[src/rtl/disp_pattern_gen.sv]
`default_nettype none
// ============================================================================
// Module      : disp_pattern_gen
// Description : Hex-display test pattern generator. Produces NDIG nibbles
//               (overlapping binary, BCD count, digit rotate, uniform) plus a
//               rotating one-hot decimal point, advanced either by an internal
//               prescaler (run=1) or by single-step pulses (run=0).
// Revision    : 1.0 - initial release
// ============================================================================
module disp_pattern_gen #(
  parameter int NDIG     = 4,
  parameter int PRESCALE = 4194304
) (
  input  logic              clk5,
  input  logic              reset,
  input  logic [1:0]        mode,
  input  logic              run,
  input  logic              step,
  input  logic              clr,
  input  logic              pointEn,
  output logic [4*NDIG-1:0] dispVal,
  output logic [NDIG-1:0]   point,
  output logic              tick
);

  localparam int             c_CW      = (PRESCALE > 2) ? $clog2(PRESCALE) : 1;
  localparam logic [c_CW-1:0] c_CNT_MAX = c_CW'(PRESCALE - 1);
  localparam logic [NDIG-1:0] c_PTR_INIT = NDIG'(1);

  // Power-on / re-entry pattern for a given mode: digit i = i for rotate,
  // all zeros for the other three modes.
  function automatic logic [4*NDIG-1:0] init_pattern(input logic [1:0] m);
    logic [4*NDIG-1:0] p;
    p = '0;
    for (int i = 0; i < NDIG; i++) begin
      p[4*i +: 4] = (m == 2'd2) ? 4'(i) : 4'h0;
    end
    return p;
  endfunction

  logic [c_CW-1:0]   r_cnt;
  logic [NDIG+2:0]   r_c;
  logic [4*NDIG-1:0] r_disp;
  logic [NDIG-1:0]   r_ptr;
  logic [NDIG-1:0]   r_point;
  logic              r_tick;
  logic [1:0]        r_last_mode;

  logic              w_reinit;
  logic              w_adv;
  logic [NDIG+2:0]   w_c_next;
  logic [NDIG-1:0]   w_ptr_next;
  logic [4*NDIG-1:0] w_disp_next;
  logic              w_carry;
  logic [3:0]        w_nib;

  // A mode change and clr both restart the pattern; step only counts when frozen.
  assign w_reinit   = clr || (mode != r_last_mode);
  assign w_adv      = run ? (r_cnt == c_CNT_MAX) : step;
  assign w_c_next   = r_c + 1'b1;
  assign w_ptr_next = {r_ptr[NDIG-2:0], r_ptr[NDIG-1]};
  assign w_nib      = r_disp[3:0] + 4'd1;

  // Next displayed value should the current cycle advance.
  always_comb begin
    w_disp_next = r_disp;
    w_carry     = 1'b1;
    case (r_last_mode)
      2'd0: begin
        for (int i = 0; i < NDIG; i++) begin
          w_disp_next[4*i +: 4] = w_c_next[i +: 4];
        end
      end
      2'd1: begin
        for (int i = 0; i < NDIG; i++) begin
          if (w_carry) begin
            if (r_disp[4*i +: 4] == 4'd9) begin
              w_disp_next[4*i +: 4] = 4'd0;
            end else begin
              w_disp_next[4*i +: 4] = r_disp[4*i +: 4] + 4'd1;
              w_carry               = 1'b0;
            end
          end
        end
      end
      2'd2: w_disp_next = {r_disp[4*NDIG-5:0], r_disp[4*NDIG-1 -: 4]};
      default: w_disp_next = {NDIG{w_nib}};
    endcase
  end

  // Prescaler, pattern state, pointer and registered outputs.
  always_ff @(posedge clk5) begin
    if (reset || w_reinit) begin
      r_cnt       <= '0;
      r_c         <= '0;
      r_disp      <= init_pattern(mode);
      r_ptr       <= c_PTR_INIT;
      r_point     <= pointEn ? c_PTR_INIT : '0;
      r_tick      <= 1'b0;
      r_last_mode <= mode;
    end else begin
      if (run) begin
        r_cnt <= (r_cnt == c_CNT_MAX) ? '0 : r_cnt + 1'b1;
      end else begin
        r_cnt <= '0;
      end
      if (w_adv) begin
        if (r_last_mode == 2'd0) begin
          r_c <= w_c_next;
        end
        r_disp <= w_disp_next;
        r_ptr  <= w_ptr_next;
      end
      r_point <= pointEn ? (w_adv ? w_ptr_next : r_ptr) : '0;
      r_tick  <= w_adv;
    end
  end

  assign dispVal = r_disp;
  assign point   = r_point;
  assign tick    = r_tick;

endmodule
`default_nettype wire

[config.mk]
export PLATFORM = sky130hd
export DESIGN_NAME = disp_pattern_gen
export DESIGN_NICKNAME = d
export VERILOG_FILES = /design/src/rtl/disp_pattern_gen.sv
export SDC_FILE = /design/constraint.sdc
export NUM_CORES = 1
export LEC_CHECK = 0
export BUFFER_PORTS_ARGS = -buffer_cell sky130_fd_sc_hd__buf_2
export CORE_ASPECT_RATIO = 0.9
export CORE_MARGIN = 5
export CORE_UTILIZATION = 25
export CTS_BUF_LIST = sky130_fd_sc_hd__clkbuf_8
export DETAILED_ROUTE_END_ITERATION = 8
export PLACE_DENSITY_LB_ADDON = 0.08
export RECOVER_POWER = 50
export SKIP_LAST_GASP = 1
export SYNTH_ARGS = -nofsm -noshare
export SYNTH_HDL_FRONTEND = slang
export SYNTH_SLANG_ARGS = --single-unit
[constraint.sdc]
create_clock -name clk5 -period 3.4 [get_ports clk5]
set_input_delay 0.34 -clock clk5 [delete_from_list [all_inputs] [get_ports clk5]]
set_output_delay 0.34 -clock clk5 [all_outputs]
set_load 0.02 [all_outputs]
==> run metrics <==
max incr delay on CP 0.51 ns; Achievable Freq 0.362 GHz; startpoint class of the critical path flop; residual overflow from global routing 0; CP endpoint kind flop; Crit path max-delay family compound AO/OA/AOI/OAI gates; slowest CP cell o21ai_0; min cycle time layout 2.76 ns; crit-path max FO 10; Nets 365; Peak supply drop 0.162 mV; Core Rows 37; sw power 314 uW; Layout area overhead 11.0%; combinational power share 9.2%; sw frac 26.5%; DP Area 0.00319 mm^2; data arrival time of the worst path 2.72 ns; vias in the first global route 2253; CTS root buffer clkbuf_8; critical path required time 3.36 ns; synth warn 0; Mapped Cells 322; Max H-tree Level 2; Sequential Power Share 60.9%; Setup-failing EPs final 0; placed insts 496; slew of the pin with the lowest slew margin 1.00 ns; maximum number of pins on one net before global-route repair 22; gp weighted congestion 0.738; worst-skew pair later-pin latency 0.31 ns; CP cell instances ha_1, nand4_1, nor3_4, a31o_1, o21ai_0, o21ai_0; most used cell, CP o21ai_0; Synth cell types 49; core box area 0.0114 mm^2; CTS Buffer Depth 2; Mean Syn Cell Area 9.05 um^2; initial antenna violation count 0; Tcrit/Tclk final 81.3%; worst rel slew slack 33.1%; Final TNS setup 0 ns; Max Cap Viol 0; first-pass GRT wire length 12000 um; RSZ-0062 raised after global routing no; Clk pwr share 29.9%; die area 0.0139 mm^2; Final Hold Viols 0; status finished clean; # IOs 29; Vias 2309; CTS Sinks 56; CTS tree yes; post-synthesis sequential area ratio 43.3%; syn nets 340; DRT Wirelength 7430 um; DRT antenna net count 0; setup clock skew after layout 0.0111 ns; dpl hpwl 5410 um; Leak 0.00113 uW; Buffers on Ports 28; Crit path buffers/inverters 0; cts bufs inserted 5; n_diodes 0; pwr dens 366 mW/mm^2; post-CTS sizing 0; Tot Pwr 1180 uW; Tot GR Track Use 10.7%; DRC Markers 0; drt first pass iters 5; FFs w/ async S/R, synth 0%; Reg clk slew, reported paths 0.11 ns; pre-CTS setup slack 0.729 ns; initial core utilization 25.5%; final worst slack 0.635 ns; height of the die 112 um; via/cell ratio 4.58; final std cells w/o fill 504; FF+latch count, synth 56; Starting DRT DRC Count 92; Die W 124 um; Post CTS Setup Buffer Count 0; number of enable flip-flop cells after synthesis 14; max-slew violation count 0; Synth Flop Type dfxtp_1; Wirelength per Cell 14.7 um; layout cells sized above 1 5.75%; CTS Hold Bufs 0; Int Pwr 871 uW; Finished Cell Area 0.00323 mm^2; critical path class reg -> reg; synthesized area 0.00291 mm^2; Hold WC Path Type in -> reg
cells in the final DEF, fill, tap and decap left out, drive strengths merged, types with 2 or more instances in the layout:
cell type	count
a21oi	17
a221oi	3
a22oi	5
a31oi	2
a32oi	2
and2	2
and3	6
buf	7
clkbuf	28
dfxtp	42
edfxtp	14
ha	10
inv	15
mux2i	5
nand2	22
nand2b	2
nand3	17
nand3b	2
nand4	6
nor2	54
nor2b	4
nor3	2
nor4	3
o211ai	8
o21ai	18
o31ai	2
or4	3
xnor2	17
xor2	19
per-stage QoR:
step	hold slack, ns	utilization [%]
global placement	0.452	27.9
CTS	0.238	28.6
global route	0.295	28.3
floorplan	0.430	-
detailed placement	0.467	27.9
finish	0.293	28.3
power groups by stage:
stage	Sequential (uW)	Combinational, uW	Clock (uW)
finish	722	109	354
floorplan	734	74.8	0
global route	726	123	406
detailed placement	737	114	0
CTS	722	115	381
global placement	737	117	0
routing by layer:
layer / track usage (%) / routed length [um] / vias up
li1: - / - / 1171
met1: 15.3 / 3760 / 1103
met2: 16.6 / 3360 / 31
met3: 2.07 / 260 / 4
met4: 2.44 / 53 / 0
met5: 0 / 0 / -
sequential cells by signal, summed over array words and instances, names as in the netlist:
register	count
dispVal	16
point	4
r_c	7
r_cnt	22
r_last_mode	2
r_ptr	4
tick	1
logic make-up (layout without fill, tap and decap cells):
logic type	after synthesis	after routing	share of synthesized area, %
AO/OA/AOI/OAI	62	62	13.7
XOR/XNOR	36	36	10.8
adder cells (fa/ha/maj)	10	10	4.30
buffers and inverters	25	51	4.08
flip-flops	56	56	43.3
multiplexers	6	6	2.10
AND/OR/NAND/NOR	127	127	21.6
cells in the mapped netlist, types with 2 or more instances:
master | instances | area (um^2)
nor2_1 | 54 | 203
dfxtp_1 | 42 | 841
nand2_1 | 22 | 82.6
xor2_1 | 19 | 166
a21oi_1 | 17 | 85.1
nand3_1 | 17 | 85.1
o21ai_0 | 17 | 85.1
xnor2_1 | 17 | 149
edfxtp_1 | 14 | 420
inv_1 | 12 | 45.0
ha_1 | 10 | 125
o211ai_1 | 8 | 60.1
clkbuf_1 | 7 | 26.3
and3_1 | 6 | 37.5
mux2i_1 | 5 | 50.1
nand4_1 | 5 | 31.3
a22oi_1 | 4 | 30.0
nor2b_1 | 4 | 25.0
a221oi_1 | 3 | 26.3
buf_6 | 3 | 33.8
or4_1 | 3 | 22.5
a32oi_1 | 2 | 17.5
buf_2 | 2 | 10.0
nand2b_1 | 2 | 12.5
nand3b_1 | 2 | 15.0
o31ai_1 | 2 | 15.0
worst paths after layout:
kind              startpoint        endpoint  slack, ns  cells after the start
setup / recovery    r_cnt[0]      dispVal[8]       0.64                      6
hold / removal       mode[0]  r_last_mode[0]       0.29                      1
setup reg to reg    r_cnt[0]      dispVal[8]       0.64                      6
hold reg to reg     r_cnt[0]        r_cnt[0]       0.48                      1
area by class of cell:
cell class                      instances  area (um^2)
Clock buffer                            5         68.8
Clock inverter                          3         12.5
Fill cell                            1271         8200
Inverter                               13         48.8
Multi-Input combinational cell        241         1520
Sequential cell                        56         1260
Tap cell                              156          195
Timing Repair Buffer                   30          126
(Power assumes the default switching activity.)
